### src/rtl/led_pwm_ctrl.sv
// LED pad driver: prescaled 8-bit PWM dimming, optional blinking and pad polarity,
// with pattern/config shadowed on PWM period boundaries. Blink logic built only when LED_PWM_BLINK_EN is defined.
`timescale 1ns/1ps

module led_pwm_ctrl #(
  parameter int unsigned PRESCALE       = 100,
  parameter int unsigned APB_DATA_WIDTH = 32
) (
  input  logic                      clk,
  input  logic                      resetn,
  input  logic [3:0]                led_pattern,
  input  logic [APB_DATA_WIDTH-1:0] led_cfg,
  output logic [3:0]                led_pad,
  output logic                      period_strobe
);

  localparam int unsigned PSC_W = (PRESCALE > 1) ? $clog2(PRESCALE) : 1;
  localparam logic [PSC_W-1:0] PSC_MAX = PSC_W'(PRESCALE - 1);

  logic             en_c;
  logic             tick_c;
  logic             bound_c;
  logic             load_c;
  logic             lit_c;
  logic             phase_c;
  logic             cfg_unused_c;

  logic [PSC_W-1:0] psc_q, psc_d;
  logic [7:0]       pwm_cnt_q, pwm_cnt_d;
  logic [3:0]       pat_sh_q, pat_sh_d;
  logic [7:0]       duty_sh_q, duty_sh_d;
  logic             pol_sh_q, pol_sh_d;
  logic [3:0]       led_pad_q, led_pad_d;
  logic             period_strobe_q, period_strobe_d;

  // Only selected config bits are used; the rest are deliberately dropped.
  assign cfg_unused_c = ^led_cfg;

  assign en_c    = led_cfg[16];
  assign tick_c  = en_c && (psc_q == PSC_MAX);
  assign bound_c = tick_c && (pwm_cnt_q == 8'hFF);
  // Shadows are transparent while disabled so enabling starts from the latest inputs.
  assign load_c  = !en_c || bound_c;
  assign lit_c   = (duty_sh_q == 8'hFF) || (pwm_cnt_q < duty_sh_q);

  // Prescaler, PWM counter and shadow registers
  always_comb begin
    psc_d     = psc_q;
    pwm_cnt_d = pwm_cnt_q;
    pat_sh_d  = pat_sh_q;
    duty_sh_d = duty_sh_q;
    pol_sh_d  = pol_sh_q;
    if (!en_c) begin
      psc_d     = '0;
      pwm_cnt_d = 8'd0;
    end else if (tick_c) begin
      psc_d     = '0;
      pwm_cnt_d = pwm_cnt_q + 8'd1;
    end else begin
      psc_d     = psc_q + PSC_W'(1);
    end
    if (load_c) begin
      pat_sh_d  = led_pattern;
      duty_sh_d = led_cfg[7:0];
      pol_sh_d  = led_cfg[17];
    end
  end

`ifdef LED_PWM_BLINK_EN
  logic [7:0] blink_sh_q, blink_sh_d;
  logic [7:0] bcnt_q, bcnt_d;
  logic       phase_q, phase_d;

  // Blink half-period counter; a new blink value restarts in the visible phase.
  always_comb begin
    blink_sh_d = load_c ? led_cfg[15:8] : blink_sh_q;
    bcnt_d     = bcnt_q;
    phase_d    = phase_q;
    if (!en_c || (blink_sh_q == 8'd0)) begin
      bcnt_d  = 8'd0;
      phase_d = 1'b0;
    end else if (bound_c) begin
      if (led_cfg[15:8] != blink_sh_q) begin
        bcnt_d  = 8'd0;
        phase_d = 1'b0;
      end else if (bcnt_q == (blink_sh_q - 8'd1)) begin
        bcnt_d  = 8'd0;
        phase_d = !phase_q;
      end else begin
        bcnt_d  = bcnt_q + 8'd1;
      end
    end
  end

  always_ff @(posedge clk or negedge resetn) begin
    if (!resetn) begin
      blink_sh_q <= 8'd0;
      bcnt_q     <= 8'd0;
      phase_q    <= 1'b0;
    end else begin
      blink_sh_q <= blink_sh_d;
      bcnt_q     <= bcnt_d;
      phase_q    <= phase_d;
    end
  end

  assign phase_c = phase_q;
`else
  assign phase_c = 1'b0;
`endif

  // Pad drive: off state follows the live polarity while disabled.
  always_comb begin
    led_pad_d       = {4{led_cfg[17]}};
    period_strobe_d = bound_c;
    if (en_c) begin
      led_pad_d = (pat_sh_q & {4{lit_c & ~phase_c}}) ^ {4{pol_sh_q}};
    end
  end

  always_ff @(posedge clk or negedge resetn) begin
    if (!resetn) begin
      psc_q           <= '0;
      pwm_cnt_q       <= 8'd0;
      pat_sh_q        <= 4'd0;
      duty_sh_q       <= 8'd0;
      pol_sh_q        <= 1'b0;
      led_pad_q       <= 4'd0;
      period_strobe_q <= 1'b0;
    end else begin
      psc_q           <= psc_d;
      pwm_cnt_q       <= pwm_cnt_d;
      pat_sh_q        <= pat_sh_d;
      duty_sh_q       <= duty_sh_d;
      pol_sh_q        <= pol_sh_d;
      led_pad_q       <= led_pad_d;
      period_strobe_q <= period_strobe_d;
    end
  end

  assign led_pad       = led_pad_q;
  assign period_strobe = period_strobe_q;

endmodule
### config.mk
export PLATFORM = sky130hd
export DESIGN_NAME = led_pwm_ctrl
export DESIGN_NICKNAME = d
export VERILOG_FILES = /design/src/rtl/led_pwm_ctrl.sv
export SDC_FILE = /design/constraint.sdc
export NUM_CORES = 1
export LEC_CHECK = 0
export ABC_AREA = 1
export CORE_UTILIZATION = 44
export CTS_CLUSTER_DIAMETER = 120
export CTS_CLUSTER_SIZE = 10
export DETAILED_ROUTE_END_ITERATION = 8
export PLACE_DENSITY = 0.76
export SYNTH_ARGS = -nofsm -noshare
export SYNTH_HDL_FRONTEND = slang
export SYNTH_SLANG_ARGS = --single-unit
export TNS_END_PERCENT = 30
### constraint.sdc
create_clock -name clk -period 1.4 [get_ports clk]
set_input_delay 0.28 -clock clk [delete_from_list [all_inputs] [get_ports clk]]
set_output_delay 0.28 -clock clk [all_outputs]
set_load 0.05 [all_outputs]
[Yosys cells after proc, flatten, opt, wreduce, memory -nomap -nowiden]
Index checks and enable logic that the tools add are counted.
Storage, ports and cells
  flip-flop bits (word level): 33
  input bits: 38
Operators by class
  bitwise gates (word level): 2
  $add $sub $neg: 2
  eq/ne operators: 4
  reduce and logical (&&, ||, !) cells: 5
  mux-type cells: 5
  $lt $le $gt $ge: 1
Operators with widths (count)
  equality test 8 bit, second input constant: 2
  2-to-1 mux 8 bit: 2
  2-to-1 mux 7 bit: 2
  adder 8 x 1 -> 8 bit, second input constant: 1
  less-than comparator 8 bit: 1
  adder 7 x 1 -> 7 bit, second input constant: 1
  equality test 7 bit, second input constant: 1
  bitwise AND 4 bit: 1
  2-to-1 mux 4 bit: 1
  XOR 4 bit: 1
  logical AND 1 bit: 2
  logical OR 1 bit: 2
  inequality test 2 x 1 -> 1 bit, second input constant: 1
  zero test 1 bit: 1

[Longest topological paths before layout]
  depth in word-level cells: 5
  depth in mapped cells: 13

[Worst setup path after synthesis]
No wires, ideal clock.
  path kind: register -> register
  from: register pwm_cnt_q[1]
  to: register duty_sh_q[1]
  required time: 1.282 ns
  path buffers: 1
  setup slack: -0.080 ns
  stages on the path, launching flop included: 8
  period minus slack after synthesis: 1.480 ns
  library setup time: 0.118 ns
  arrival time: 1.362 ns
  cells stage by stage: dfrtp_1 > ha_1 > nand3_2 > nor3_4 > nand3_2 > o21ai_4 > buf_6 > o21ai_2
On the way
  cells in the longest elaborated chain, start to end: 3
RTL lines
  start: declaration: RTL line 29  | logic [7:0] pwm_cnt_q, pwm_cnt_d;
  start signal: assignment: RTL line 132  | pwm_cnt_q <= pwm_cnt_d;
  equality test 8 bit: RTL line 41  | assign bound_c = tick_c && (pwm_cnt_q == 8'hFF);
  logical AND 1 bit: RTL line 41
  logical OR 1 bit: RTL line 43  | assign load_c = !en_c || bound_c;
  end signal: assignment: RTL line 134  | duty_sh_q <= duty_sh_d;
  end: declaration: RTL line 31  | logic [7:0] duty_sh_q, duty_sh_d;
No other way between the ends.
A chain may end at the register's enable or synchronous reset.

[Worst setup path in the final report]
  from: register pwm_cnt_q[1]
  to: register pat_sh_q[2]
On the way
  cells in the longest elaborated chain, start to end: 3
RTL lines
  equality test 8 bit: RTL line 41
  logical AND 1 bit: RTL line 41
  logical OR 1 bit: RTL line 43
  end signal: assignment: RTL line 133  | pat_sh_q <= pat_sh_d;
  end: declaration: RTL line 30  | logic [3:0] pat_sh_q, pat_sh_d;
No other way between the ends.

==> results_dict.tcl <==
set metrics [dict create \
    layout_common_cells "nand2_1 (39), dfrtp_1 (33), inv_1 (26), buf_4 (22), clkdlybuf4s50_1 (15)" \
    clk_root_buffer_cell "clkbuf_8" \
    post-place-ws_ps -212 \
    synthToLayoutAreaGrowth_pct 42.9 \
    yosys.area.top_type "dfrtp_1" \
    synth_seq_area_share 0.480 \
    timing.final.ws_setup_ps -205 \
    antenna_left 0 \
    crit_type "register to register" \
    cts.clk_slew.worst_paths_ps 70 \
    vias 1405 \
    finalCritPeriodShare 1.15 \
    reg2regPathDepth 8 \
    grt_overflow 0 \
    power_density_nw_per_um2 912 \
    die_w_um 64.5 \
    syn_nets 241 \
    synth_warnings 0 \
    layout_commonest_cell "nand2_1" \
    io_buffers 20 \
    layout.nets 291 \
    cts_tree "done" \
    ys_seq_elements 33 \
    grt_max_degree 34 \
    yosysUniqueCellTypes 25 \
    stdcell_count 293 \
    place_inst 282 \
    finalSetupViolCount 17 \
    yosysTopAreaCellShare 0.480 \
    route.detailed.drc 0 \
    gp_congestion 0.808 \
    postLayoutCoreUtil 0.661 \
    antenna_cells 0 \
    nFillCells 284 \
    p_total_uw 2240 \
    core-area_sq_um 3720 \
    p_leak_uw 0.00117 \
    drive_gt1_frac 0.318 \
    synth_area_sq_um 1720 \
    worstPathArrival_ps 1820 \
    antenna_found_initial 0 \
    grt_pass1_wl_um 5530 \
    finalHoldViolations 0 \
    cts_buffers 5 \
    fin_crit_ps 1610 \
    clk_path_buf_depth 2 \
    ir_drop_v 0.000626 \
    avgSynthCellArea_sq_um 8.86 \
    die_y_um 64.5 \
    grt_pass1_vias 1333 \
    outcome "complete, but fails checks" \
    slew_viol_final 0 \
    worstPathMaxFanout 7 \
    start_util 0.463 \
    synthCells 194 \
    fin_skew_ps 6.61 \
    die_area_sq_um 4160 \
    slew_headroom 0.781 \
    finalWirelength_um 3480 \
    io_pins 43 \
    synthTopCellsByArea "dfrtp_1 (48%), nand2_1 (10%), ha_1 (6.6%)" \
    htree_levels 2 \
    cap_violations 0 \
    drt-initial-drc-count 41 \
    tightestPinTransition_ps 326 \
    rsz0062_at_grt "yes" \
    firstDrtPassIters 4 \
    required_ps 1620 \
    holdCritPathClass "input port to asynchronous set/reset pin" \
    vias_per_cell 4.80 \
    clk_latency_ps 280 \
    hold_slack_ps 363 \
    max_freq_mhz 623 \
    end_kind "register" \
    grt_use_total 0.179 \
    violations "setup timing" \
    wl_per_cell_um 11.9 \
    cp-start-kind "register" \
    num_rows 22 \
    cts.sinks 33 \
    hpwl_um 2370 \
]
==> state kept, by name, summed over array words and instances, names as in the netlist <==
name and cells:
led_pad 4, period_strobe 1, pwm_cnt_q 8, duty_sh_q 8
pat_sh_q 4, psc_q 7, pol_sh_q 1
==> per-layer routing <==
metal / GRT usage / up-vias / wire [um]
met3: 0.0475 / 6 / 98
met2: 0.313 / 25 / 1790
met4: 0.0833 / 0 / 50
li1: - / 726 / -
met1: 0.201 / 648 / 1550
met5: 0 / - / 0
==> stage by stage <==
step           cell area [sq um]  TNS, ps
5_1_grt                     2460    -4820
3_3_place_gp                2200    -1970
3_5_place_dp                2200    -3090
6_report                    2460    -3240
4_1_cts                     2330    -2680
2_1_floorplan               1720    -1220
==> report_power, final <==
group	internal (uW)	switching [uW]	leakage, uW
sequential	1010	36.3	0.000427
clock	444	339	0.0000542
combinational	204	211	0.000689
total	1660	586	0.00117
==> cells in the mapped netlist, drive strengths merged <==
| cell type | count |
|---|---|
| inv | 29 |
| nand2 | 48 |
| ha | 9 |
| nand3b | 1 |
| o21a | 2 |
| o22ai | 1 |
| nor2 | 13 |
| and3 | 1 |
| dfrtp | 33 |
| a21oi | 7 |
| nor3 | 4 |
| nor4 | 3 |
| xor2 | 3 |
| nand3 | 14 |
| nand4 | 1 |
| buf | 3 |
| nor3b | 2 |
| xnor2 | 1 |
| o21ai | 19 |
==> worst paths after layout <==
check / startpoint / to / slack (ps)
setup reg to reg: pwm_cnt_q[1] / pat_sh_q[2] / -210
setup / recovery: pwm_cnt_q[1] / pat_sh_q[2] / -210
max in group asynchronous: resetn / led_pad[3] / 860
hold reg to reg: psc_q[0] / psc_q[0] / 470
min in group clk: psc_q[0] / psc_q[0] / 470
hold / removal: resetn / psc_q[1] / 360
==> area by class of cell <==
| type | count | area [sq um] | share of cell area |
|---|---|---|---|
| timing repair buffer | 46 | 492 | 0.200 |
| sequential | 33 | 826 | 0.336 |
| multi-input combinational | 129 | 870 | 0.354 |
| clock inverter | 1 | 5.00 | 0.00204 |
| clock buffer | 7 | 96.3 | 0.0392 |
| tap | 48 | 60.1 | 0.0244 |
| inverter | 29 | 109 | 0.0443 |
==> logic make-up after synthesis <==
logic type,after synthesis,synth area share
simple gates,87,0.238
xor+xnor,4,0.0204
fa+ha+maj,9,0.0655
buf+inv,32,0.0793
compound gates,29,0.116
flops,33,0.480
==> what timing repair did <==
action / 4_1_cts / 5_1_grt
pin swaps: 6 / 2
endpoints found under the setup margin: 17 / 25
buffers inserted: 0 / 1
cloned: 0 / 2
hold buffers: 0 / 0
resized for setup: 5 / 24
==> worst max-delay path, cell delays in order (launching register included) <==
cell and delay [ps]:
dfrtp_1 420, ha_4 170, nand3_4 80, nor3_4 170, nand3_2 120, o21ai_4 260
clkbuf_16 220, nand2_2 50, o21ai_2 40
Note: power is estimated with default switching activity, not from simulation.
